## src/rtl/uart_tx_drain.sv

```systemverilog
// rtl/uart_tx_drain.sv - FIFO-draining 8N1 UART transmitter (optional even parity via UART_TX_PARITY_EN)
module uart_tx_drain #(
    parameter int WD           = 32,
    parameter int CLKS_PER_BIT = 868
) (
    input  logic          i_clk,
    input  logic          i_rst_n,
    input  logic          i_en,
    input  logic [WD-1:0] i_fifo_data,
    input  logic          i_fifo_empty,
    output logic          o_fifo_rd,
    output logic          o_tx,
    output logic          o_busy,
    output logic          o_done
);

    localparam int CW = $clog2(CLKS_PER_BIT);
    localparam logic [CW-1:0] CNT_LAST = CW'(CLKS_PER_BIT - 1);

    typedef enum logic [2:0] {
        S_IDLE,
        S_START,
        S_DATA,
`ifdef UART_TX_PARITY_EN
        S_PARITY,
`endif
        S_STOP
    } state_t;

    state_t        state_q, state_d;
    logic [CW-1:0] cnt_q, cnt_d;
    logic [2:0]    idx_q, idx_d;
    logic [7:0]    shift_q, shift_d;
    logic          tx_d, rd_d, busy_d, done_d;
    logic          bit_end;

    // Upper FIFO word bits are never transmitted.
    logic          unused_hi;
    assign unused_hi = ^i_fifo_data[WD-1:8];

`ifdef UART_TX_PARITY_EN
    logic          par_q, par_d;

    // Parity of the captured byte, fixed for the whole frame.
    always_ff @(posedge i_clk or negedge i_rst_n) begin
        if (!i_rst_n) par_q <= 1'b0;
        else          par_q <= par_d;
    end
`endif

    assign bit_end = (cnt_q == CNT_LAST);

    // State, datapath and registered outputs; reset forces the line idle at once.
    always_ff @(posedge i_clk or negedge i_rst_n) begin
        if (!i_rst_n) begin
            state_q   <= S_IDLE;
            cnt_q     <= '0;
            idx_q     <= '0;
            shift_q   <= '0;
            o_tx      <= 1'b1;
            o_fifo_rd <= 1'b0;
            o_busy    <= 1'b0;
            o_done    <= 1'b0;
        end else begin
            state_q   <= state_d;
            cnt_q     <= cnt_d;
            idx_q     <= idx_d;
            shift_q   <= shift_d;
            o_tx      <= tx_d;
            o_fifo_rd <= rd_d;
            o_busy    <= busy_d;
            o_done    <= done_d;
        end
    end

    // Next-state logic; outputs are derived from the next state so they register in step with it.
    always_comb begin
        state_d = state_q;
        cnt_d   = cnt_q + CW'(1);
        idx_d   = idx_q;
        shift_d = shift_q;
`ifdef UART_TX_PARITY_EN
        par_d   = par_q;
`endif
        case (state_q)
            S_IDLE: begin
                cnt_d = '0;
                if (i_en && !i_fifo_empty) begin
                    state_d = S_START;
                    shift_d = i_fifo_data[7:0];
`ifdef UART_TX_PARITY_EN
                    par_d   = ^i_fifo_data[7:0];
`endif
                end
            end
            S_START: begin
                if (bit_end) begin
                    state_d = S_DATA;
                    cnt_d   = '0;
                    idx_d   = '0;
                end
            end
            S_DATA: begin
                if (bit_end) begin
                    cnt_d   = '0;
                    shift_d = shift_q >> 1;
                    idx_d   = idx_q + 3'd1;
                    if (idx_q == 3'd7) begin
`ifdef UART_TX_PARITY_EN
                        state_d = S_PARITY;
`else
                        state_d = S_STOP;
`endif
                    end
                end
            end
`ifdef UART_TX_PARITY_EN
            S_PARITY: begin
                if (bit_end) begin
                    state_d = S_STOP;
                    cnt_d   = '0;
                end
            end
`endif
            S_STOP: begin
                if (bit_end) begin
                    state_d = S_IDLE;
                    cnt_d   = '0;
                end
            end
            default: begin
                state_d = S_IDLE;
                cnt_d   = '0;
            end
        endcase

        rd_d   = (state_q == S_IDLE) && (state_d == S_START);
        busy_d = (state_d != S_IDLE);
        done_d = (state_d == S_STOP) && (cnt_d == CNT_LAST);
        case (state_d)
            S_START:  tx_d = 1'b0;
            S_DATA:   tx_d = shift_d[0];
`ifdef UART_TX_PARITY_EN
            S_PARITY: tx_d = par_d;
`endif
            default:  tx_d = 1'b1;
        endcase
    end

endmodule

```

## config.mk

```make
export PLATFORM = sky130hd
export DESIGN_NAME = uart_tx_drain
export DESIGN_NICKNAME = d
export VERILOG_FILES = /design/src/rtl/uart_tx_drain.sv
export SDC_FILE = /design/constraint.sdc
export NUM_CORES = 1
export LEC_CHECK = 0
export CAP_MARGIN = 25
export CELL_PAD_IN_SITES_DETAIL_PLACEMENT = 0
export CELL_PAD_IN_SITES_GLOBAL_PLACEMENT = 1
export CORE_UTILIZATION = 36
export CTS_BUF_LIST = sky130_fd_sc_hd__clkbuf_16
export DETAILED_ROUTE_END_ITERATION = 10
export PLACE_DENSITY = 0.76
export SYNTH_ARGS = -nofsm -noshare
export SYNTH_HDL_FRONTEND = slang
export SYNTH_SLANG_ARGS = --single-unit
```

## constraint.sdc

```tcl
create_clock -name i_clk -period 2.2 [get_ports i_clk]
set_input_delay 0.44 -clock i_clk [delete_from_list [all_inputs] [get_ports i_clk]]
set_output_delay 0.44 -clock i_clk [all_outputs]
set_load 0.01 [all_outputs]
```

==> results.tsv, run 1 <==
metric	value	unit
outcome	finished clean	
cell area after synthesis	1434	um^2
largest cells by area after synthesis	dfrtp_1 (47%), a22o_1 (4.3%), a21o_1 (3.7%)	
Sw Ratio	21.97	%
Die Ht	65.11	um
Psw	0.2404	mW
pin count of the biggest net entering global routing	29	
CP max-delay cell	nor4_1	
Clk Latency, worst-skew pair	260	ps
H-tree levels	1	
CP top delay family	simple AND/OR/NAND/NOR gates	
Fin. Hold Viols	0	
Yosys warnings	0	
complex-gate fraction of the synthesized area	20.24	%
Seq pwr share	52.8	%
placed inst area	1673	um^2
layout cells sized above 1	15.23	%
largest family of logic cells by synthesized area	simple AND/OR/NAND/NOR gates	
GRT Util Overall	15.82	%
Post-Syn Nets	168	
total global routing overflow	0	
Post-synth EDFFs	0	
cts hold-fix bufs	0	
Filler cells	364	
worst-margin pin slew	556.1	ps
mux contribution to synthesized area	1.396	%
core area	3744	um^2
crit-path max cell delay	530	ps
Vias/cell	5.372	
cell area after layout	1752	um^2
die area	4239	um^2
Multi-input gate area	696.9	um^2
Synth Area per Inst	11.12	um^2
Yosys top cell area share	47.12	%
Setup Skew	1.206	ps
crit path DAT	2090	ps
critical-path cell list	ha_1, nand4b_2, buf_4, nor4_1, a22oi_1, o2bb2ai_1	
Cell Int Power	0.8539	mW
Worst Path Max Fanout	7	
Post-route DRC	0	
Pleak	0.7755	nW
Max transition margin	62.59	%
post-synthesis register bit count	28	
setup bufs post-CTS	0	
Antenna diodes	0	
clock buffer depth	2	
Gate Count Post-Synth	129	
number of global-route vias before repair	1096	
Chip Width	65.11	um
Via Count	1069	
unrepaired setup endpoints after global routing	false	
worst hold path class	flip-flop to flip-flop	
layout net count	191	
Seq/Total Area, Yosys	48.95	%
Unique masters post-synth	46	
DR iter-0 viols	57	
clk sinks	28	
Routed Antenna Nets	0	
first-pass GRT wire length	5.099	mm
minimum clock period	1904	ps
ys flop type	dfrtp_1	
Synth Area in Adders	2.618	%
CP Capture Type	flip-flop	
clock slew at reported path FFs	70	ps
RePlAce Congestion	0.7806	
clk root buf	clkbuf_16	
per-cell routed wire length	14.20	um
Clock Power Share	38.3	%
Synth Area in Simple Gates	21.03	%
DR pass1 iterations	4	
Peak Freq	525.1	MHz
io pins	40	
Initial Util	38.30	%
initial antenna violation count	0	
hpwl dp	2.084	mm
Max VDD drop	0.2818	mV
fin crit share	86.56	%
fraction of registers with async set or reset after synthesis	100.0	%
Slew Viols, Final	0	
most numerous cell in the Yosys netlist	dfrtp_1	
CTS Buf Count	3	
setup tns final	0	ps
Pwr Density	624.7	nW/um^2
number of port buffers	15	
Final Core Density	46.79	%
critical path class	flip-flop to flip-flop	
Max-Cap Viols	0	
critical path required time	2380	ps
CTS tree	built	
WL final	2.826	mm
Sequential Area	701.9	um^2
Area Overhead vs Synth	22.16	%
Bufs and invs on worst path	1	
crit start category	flip-flop	
Gate power share	8.9	%
leading area contributor after synthesis	dfrtp_1	
Post-CTS Resized	0	
XOR/XNOR share of the synthesized area	3.054	%
num rows	22	
Setup violations, final	0	
top cells by count, synth	dfrtp_1 (27), nor2_1 (9), a21o_1 (7), a22o_1 (7)	
==> cell type report <==
| cell class | count | area share, % |
|---|---|---|
| flip-flops and latches | 28 | 40.07 |
| multi-input cells | 94 | 39.79 |
| repair buffers | 22 | 11.57 |
| clock buffers | 3 | 4.286 |
| well taps | 48 | 3.429 |
| inverters | 3 | 0.6429 |
| clock inverters | 1 | 0.2143 |
==> logic make-up (layout without fill, tap and decap cells) <==
kind of cell | Yosys count | in the layout
buffers and inverters | 7 | 29
DFF | 28 | 28
AOI/OAI and AO/OA | 37 | 37
other | 1 | 1
and+or+nand+nor | 46 | 46
xor gates and xnor gates | 5 | 5
muxes | 2 | 2
adders and majority gates | 3 | 3
==> layout by cell type, fill, tap and decap left out, types with 2 or more instances in the layout <==
cell | Yosys | routed
inv_1 | 3 | 3
nand4_1 | 2 | 2
a21oi_1 | 2 | 2
o2bb2ai_1 | 4 | 4
nand2b_1 | 3 | 3
o21ai_0 | 4 | 4
nor4_1 | 4 | 4
o31a_1 | 2 | 2
dfrtp_1 | 27 | 27
a21o_1 | 7 | 7
clkbuf_16 | 0 | 3
nor2_1 | 9 | 9
a22o_1 | 7 | 7
nor3_1 | 2 | 2
mux2i_1 | 2 | 2
nand2_1 | 5 | 5
clkdlybuf4s50_1 | 0 | 15
a22oi_1 | 2 | 2
nand3_1 | 5 | 5
xnor2_1 | 3 | 3
o21ba_2 | 2 | 2
xor2_1 | 2 | 2
buf_4 | 0 | 7
ha_1 | 3 | 3
or3_1 | 3 | 3
o21bai_1 | 2 | 2
==> per-stage QoR <==
step | hold WS [ps] | total power [mW] | setup slack, ps | cells
4_1_cts | 483.0 | 1.110 | 271.1 | 199
6_report | 480.3 | 1.094 | 295.7 | 199
3_5_place_dp | 464.3 | 0.6876 | 217.0 | 195
2_1_floorplan | 144.4 | 0.6321 | 269.4 | 129
5_1_grt | 509.8 | 1.139 | 64.25 | 199
3_3_place_gp | 459.0 | 0.6814 | 267.0 | 195
==> worst paths after layout <==
kind	startpoint	depth (start not counted)	end	slack (ps)
max	cnt_q[0]	6	idx_q[1]	300
min	shift_q[2]	1	shift_q[2]	480
max reg2reg	cnt_q[0]	6	idx_q[1]	300
min reg2reg	shift_q[2]	1	shift_q[2]	480
max in group asynchronous	i_rst_n	2	o_tx	1350
min in group asynchronous	i_rst_n	2	idx_q[2]	550
==> sequential cells by signal, summed over array words and instances (netlist names) <==
name and cells:
o_fifo_rd 1, shift_q 8, o_done 1, o_busy 1
state_q 3, o_tx 1, idx_q 3, cnt_q 10
==> power groups by stage <==
stage / sequential, mW / combinational [mW] / clock (mW)
after global routing: 0.584 / 0.110 / 0.445
after floorplan: 0.580 / 0.0520 / 0
after CTS: 0.578 / 0.100 / 0.432
after global placement: 0.585 / 0.0966 / 0
final: 0.578 / 0.0976 / 0.419
after detailed placement: 0.588 / 0.100 / 0
==> metal layers <==
layer,track usage [%],wire [um]
met1,20.15,1298
met2,25.13,1393
met3,2.951,64
met4,8.967,70
met5,0,0
(Power assumes the default switching activity.)
==> run 2, diff against run 1 <==
--- a/config.mk
+++ b/config.mk
@@ -8,8 +8,10 @@
 export CAP_MARGIN = 25
 export CELL_PAD_IN_SITES_DETAIL_PLACEMENT = 0
 export CELL_PAD_IN_SITES_GLOBAL_PLACEMENT = 1
+export CORE_MARGIN = 4
 export CORE_UTILIZATION = 36
 export CTS_BUF_LIST = sky130_fd_sc_hd__clkbuf_16
+export CTS_CLUSTER_SIZE = 16
 export DETAILED_ROUTE_END_ITERATION = 10
 export PLACE_DENSITY = 0.76
 export SYNTH_ARGS = -nofsm -noshare
==> run 2 against run 1 <==
- combinational power hardly changed
- die area grew 19%
- cell count unchanged
- maximum frequency shrank 1.9%
==> results.tsv, run 2 (synthesis results as in run 1) <==
metric	value	unit	change
first-pass GRT wire length	5.043	mm	-1.1%
Peak Freq	515.4	MHz	-1.9%
Post-route DRC	0		unchanged
Vias/cell	5.367		about the same
Area Overhead vs Synth	24.00	%	
worst hold path class	flip-flop to flip-flop		
num rows	22		unchanged
clock slew at reported path FFs	70	ps	about the same
WP depth	6		unchanged
Slew Viols, Final	0		unchanged
cts hold-fix bufs	0		unchanged
WL final	2.804	mm	-0.78%
core area	3744	um^2	unchanged
critical path required time	2380	ps	about the same
Initial Util	38.30	%	unchanged
GRT Util Overall	12.22	%	-3.6 points
pin count of the biggest net entering global routing	29		unchanged
hpwl dp	2.109	mm	+1.2%
setup tns final	0	ps	unchanged
number of port buffers	15		unchanged
Hold WS	479.5	ps	-0.8140 ps
minimum clock period	1940	ps	+35.98 ps
max FFs per register	10		unchanged
CP max-delay cell	nor4_1		
CTS Buf Count	3		unchanged
H-tree levels	1		unchanged
critical path class	flip-flop to flip-flop		
per-cell routed wire length	14.09	um	-0.78%
critical-path cell list	ha_1, nand4b_2, buf_4, nor4_1, mux2i_1, o2bb2ai_1		
layout cells sized above 1	15.89	%	+0.66 points
placed inst area	1673	um^2	unchanged
io pins	40		unchanged
Max-Cap Viols	0		unchanged
die area	5057	um^2	+19%
outcome	finished clean		
fin crit share	88.20	%	+1.6 points
DR iter-0 viols	60		+5.3%
total global routing overflow	0		unchanged
Fin. Hold Viols	0		unchanged
CTS tree	built		
Chip Width	71.11	um	+9.2%
Antenna diodes	0		unchanged
worst-margin pin slew	557.2	ps	+1.117 ps
crit-path max cell delay	530	ps	about the same
Setup Skew	3.274	ps	+2.068 ps
CP Capture Type	flip-flop		
Via Count	1068		-0.094%
setup bufs post-CTS	0		unchanged
clock buffer depth	2		unchanged
initial antenna violation count	0		unchanged
Post-CTS Resized	0		unchanged
Routed Antenna Nets	0		unchanged
clk sinks	28		unchanged
crit path DAT	2120	ps	+30 ps
Clk Latency, worst-skew pair	260	ps	about the same
most common cell after layout, fill and taps aside	dfrtp_1		
unrepaired setup endpoints after global routing	false		
clk root buf	clkbuf_16		
Worst Path Max Fanout	7		unchanged
crit start category	flip-flop		
Setup violations, final	0		unchanged
Top Registers	cnt_q (10), shift_q (8)		
DR pass1 iterations	4		unchanged
Reg with most FFs	cnt_q		
total power	1.212	mW	+11%
CP top delay family	simple AND/OR/NAND/NOR gates		
number of global-route vias before repair	1078		-1.6%
Pleak	0.7881	nW	+1.6%
Max VDD drop	0.2488	mV	-12%
R2R cell count	6		unchanged
most frequent cells in the layout	dfrtp_1 (27), clkdlybuf4s50_1 (15), nor2_1 (9)		
layout net count	191		unchanged
cell area after layout	1778	um^2	+1.5%
Die Ht	71.11	um	+9.2%
Bufs and invs on worst path	1		unchanged
Pwr Density	681.5	nW/um^2	+9.1%
RePlAce Congestion	0.8065		+3.3%
hold depth	1		unchanged
Max transition margin	62.51	%	-0.075 points
run 2: cell types whose count changed in the layout (fill, tap and decap cells not counted), sizes merged:
cell,previous run,this run
bufinv,0,1
clkinv,1,0
run 2: cell type report:
class	instances	area (um^2)
Fill cell	356	1966
Clock inverter	1	30.03
Inverter	3	11.26
Tap cell	48	60.06
Clock buffer	3	75.07
Sequential cell	28	701.9
Timing Repair Buffer	22	202.7
Multi-Input combinational cell	94	696.9
run 2: metal layers:
metal,vias to the layer above,part of all wire (%),GRT usage (%)
li1,527,-,-
met1,528,48,16.48
met2,9,50,19.67
met3,4,1.7,2.131
met4,0,1.0,4.384
met5,-,0,0
run 2: report_power, final:
group / switching [mW] / internal, mW
logic: 0.0395 / 0.0579
registers: 0.0243 / 0.552
clock network: 0.175 / 0.362
run 2: metrics by stage:
| step | setup WS (ps) | std cells | util, % |
|---|---|---|---|
| 6_report | 259.7 | 199 | 47.49 |
| 5_1_grt | 56.44 | 199 | 47.49 |
| 4_1_cts | 265.9 | 199 | 47.49 |
| 3_5_place_dp | 231.8 | 195 | 44.69 |
| 3_3_place_gp | 263.3 | 195 | 44.69 |
| 2_1_floorplan | 269.4 | 129 | - |
run 2: worst paths after layout:
check                            from    endpoint  slack, ps
hold reg to reg            shift_q[6]  shift_q[6]        480
setup reg to reg             cnt_q[0]    idx_q[0]        260
max in group asynchronous     i_rst_n        o_tx       1350
hold / removal             shift_q[6]  shift_q[6]        480
min in group asynchronous     i_rst_n    cnt_q[9]        550
setup / recovery             cnt_q[0]    idx_q[0]        260
==> run 3, diff against run 2 <==
--- a/config.mk
+++ b/config.mk
@@ -5,14 +5,13 @@
 export SDC_FILE = /design/constraint.sdc
 export NUM_CORES = 1
 export LEC_CHECK = 0
-export CAP_MARGIN = 25
 export CELL_PAD_IN_SITES_DETAIL_PLACEMENT = 0
 export CELL_PAD_IN_SITES_GLOBAL_PLACEMENT = 1
-export CORE_MARGIN = 4
 export CORE_UTILIZATION = 36
 export CTS_BUF_LIST = sky130_fd_sc_hd__clkbuf_16
 export CTS_CLUSTER_SIZE = 16
 export DETAILED_ROUTE_END_ITERATION = 10
+export GPL_TIMING_DRIVEN = 0
 export PLACE_DENSITY = 0.76
 export SYNTH_ARGS = -nofsm -noshare
 export SYNTH_HDL_FRONTEND = slang
==> run 3 against run 2 <==
- sequential power barely moved
- clock power fell by 24%
- utilization fell by 1.4 points
- clock-buffer cell count did not move
- register-to-register slack got worse by 120 ps
- total power fell by 11%
- sequential share of layout area rose by 1.2 points
- non-clock buffer count fell by 3
- cell count fell by 1.5%
- sequential cell count did not move
- combinational power rose by 1%
- worst setup slack got worse by 120 ps
==> results.tsv, run 3 (synthesis results as in run 1) <==
metric	value	unit	change
layout cells sized above 1	12.84	%	-3.1 points
fin crit share	93.55	%	+5.4 points
Fin. Hold Viols	0		unchanged
fin worst setup slack	141.9	ps	-117.8 ps
Setup violations, final	0		unchanged
Pwr Density	627.3	nW/um^2	-8.0%
CTS Buf Count	3		unchanged
layout net count	188		-1.6%
most frequent cells in the layout	dfrtp_1 (27), clkdlybuf4s50_1 (14), nor2_1 (9)		
Inst Count DP	192		-1.5%
RePlAce Congestion	0.7715		-4.3%
Filler cells	381		+7.0%
GRT Util Overall	15.46	%	+3.2 points
hpwl dp	2.070	mm	-1.8%
Area Overhead vs Synth	20.42	%	
Die Ht	65.11	um	-8.4%
Max VDD drop	0.3069	mV	+23%
total global routing overflow	0		unchanged
per-cell routed wire length	14.46	um	+2.6%
Clk Latency, worst-skew pair	260	ps	about the same
Setup Skew	2.617	ps	-0.6572 ps
worst slack, placed	-36.79	ps	-268.6 ps
Max transition margin	58.74	%	-3.8 points
Reg with most FFs	cnt_q		
worst-margin pin slew	618.8	ps	+61.65 ps
first-pass GRT wire length	5.050	mm	+0.14%
Pleak	0.7731	nW	-1.9%
Vias/cell	5.423		+1.1%
DR pass1 iterations	4		unchanged
number of global-route vias before repair	1103		+2.3%
critical path required time	2330	ps	-50 ps
worst hold path class	input port to async pin		
Final Core Density	46.12	%	-1.4 points
Peak Freq	485.9	MHz	-5.7%
clock slew at reported path FFs	70	ps	about the same
WL final	2.834	mm	+1.1%
Max-Cap Viols	0		unchanged
Cell Int Power	0.8506	mW	-13%
num rows	22		unchanged
unrepaired setup endpoints after global routing	false		
CP Capture Type	flip-flop		
critical path class	flip-flop to flip-flop		
Routed Antenna Nets	0		unchanged
Sw Ratio	21.47	%	+1.7 points
crit start category	flip-flop		
Worst Path Max Fanout	8		+1
crit path DAT	2190	ps	+70 ps
pin count of the biggest net entering global routing	29		unchanged
Psw	0.2325	mW	-2.8%
DR iter-0 viols	47		-22%
number of port buffers	15		unchanged
Seq pwr share	53.0	%	+5.4 points
setup tns final	0	ps	unchanged
max FFs per register	10		unchanged
H-tree levels	1		unchanged
total power	1.083	mW	-11%
die area	4239	um^2	-16%
CTS tree	built		
minimum clock period	2058	ps	+117.8 ps
most common cell after layout, fill and taps aside	dfrtp_1		
Chip Width	65.11	um	-8.4%
io pins	40		unchanged
clock buffer depth	2		unchanged
initial antenna violation count	0		unchanged
core area	3744	um^2	unchanged
outcome	finished clean		
Top Registers	cnt_q (10), shift_q (8)		
Via Count	1063		-0.47%
Initial Util	38.30	%	unchanged
Clock Power Share	37.9	%	-6.5 points
clk sinks	28		unchanged
Gate power share	9.1	%	+1.1 points
Layout Cells excl Fill	196		-1.5%
clk root buf	clkbuf_16		
Slew Viols, Final	0		unchanged
Antenna diodes	0		unchanged
Post-route DRC	0		unchanged
==> run 3: final cells by class <==
type | count | area [um^2] | share of cell area, %
clock buffer | 3 | 75.07 | 4.348
timing repair buffer | 15 | 145.1 | 8.406
tap | 48 | 60.06 | 3.478
multi-input combinational | 94 | 705.7 | 40.87
clock inverter | 1 | 3.754 | 0.2174
buffer | 4 | 23.77 | 1.377
inverter | 3 | 11.26 | 0.6522
sequential | 28 | 701.9 | 40.65
==> run 3: worst paths after layout <==
check	startpoint	to	slack (ps)	cells after the start
max in group asynchronous	i_rst_n	cnt_q[2]	1610	1
setup / recovery	cnt_q[0]	idx_q[1]	140	5
setup reg to reg	cnt_q[0]	idx_q[1]	140	5
min in group i_clk	shift_q[6]	shift_q[6]	480	1
hold reg to reg	shift_q[6]	shift_q[6]	480	1
hold / removal	i_rst_n	idx_q[0]	190	1
==> run 3: layer usage <==
layer / vias to the layer above / GRT usage [%] / part of all wire (%)
li1: 521 / - / -
met1: 528 / 19.76 / 47
met2: 9 / 26.17 / 49
met3: 5 / 2.604 / 1.8
met4: 0 / 5.707 / 1.8
met5: - / 0 / 0
==> run 3: power groups by stage <==
stage | clock network (mW) | logic, mW | registers [mW]
3_3_place_gp | 0 | 0.0990 | 0.581
2_1_floorplan | 0 | 0.0520 | 0.580
6_report | 0.410 | 0.0988 | 0.574
3_5_place_dp | 0 | 0.102 | 0.584
4_1_cts | 0.424 | 0.103 | 0.574
5_1_grt | 0.441 | 0.112 | 0.577
==> run 3: worst max-delay path: stages, from the launching register on <==
cell and delay (ps):
dfrtp_1 410, ha_1 300, nand4b_4 220, or3_4 470, or3b_4 400, o2bb2ai_1 130
==> run 3: per-stage QoR <==
step,area (um^2),hold WS [ps]
3_3_place_gp,1644,458.4
5_1_grt,1727,247.4
6_report,1727,190.3
3_5_place_dp,1644,466.1
2_1_floorplan,1434,144.4
4_1_cts,1723,481.7
==> run 3: repair_timing <==
action,in CTS,in global routing
hold buffers,0,0
setup buffers,0,0
gates resized for setup,0,1
setup endpoints to repair,0,12
endpoints found under the hold margin,0,0
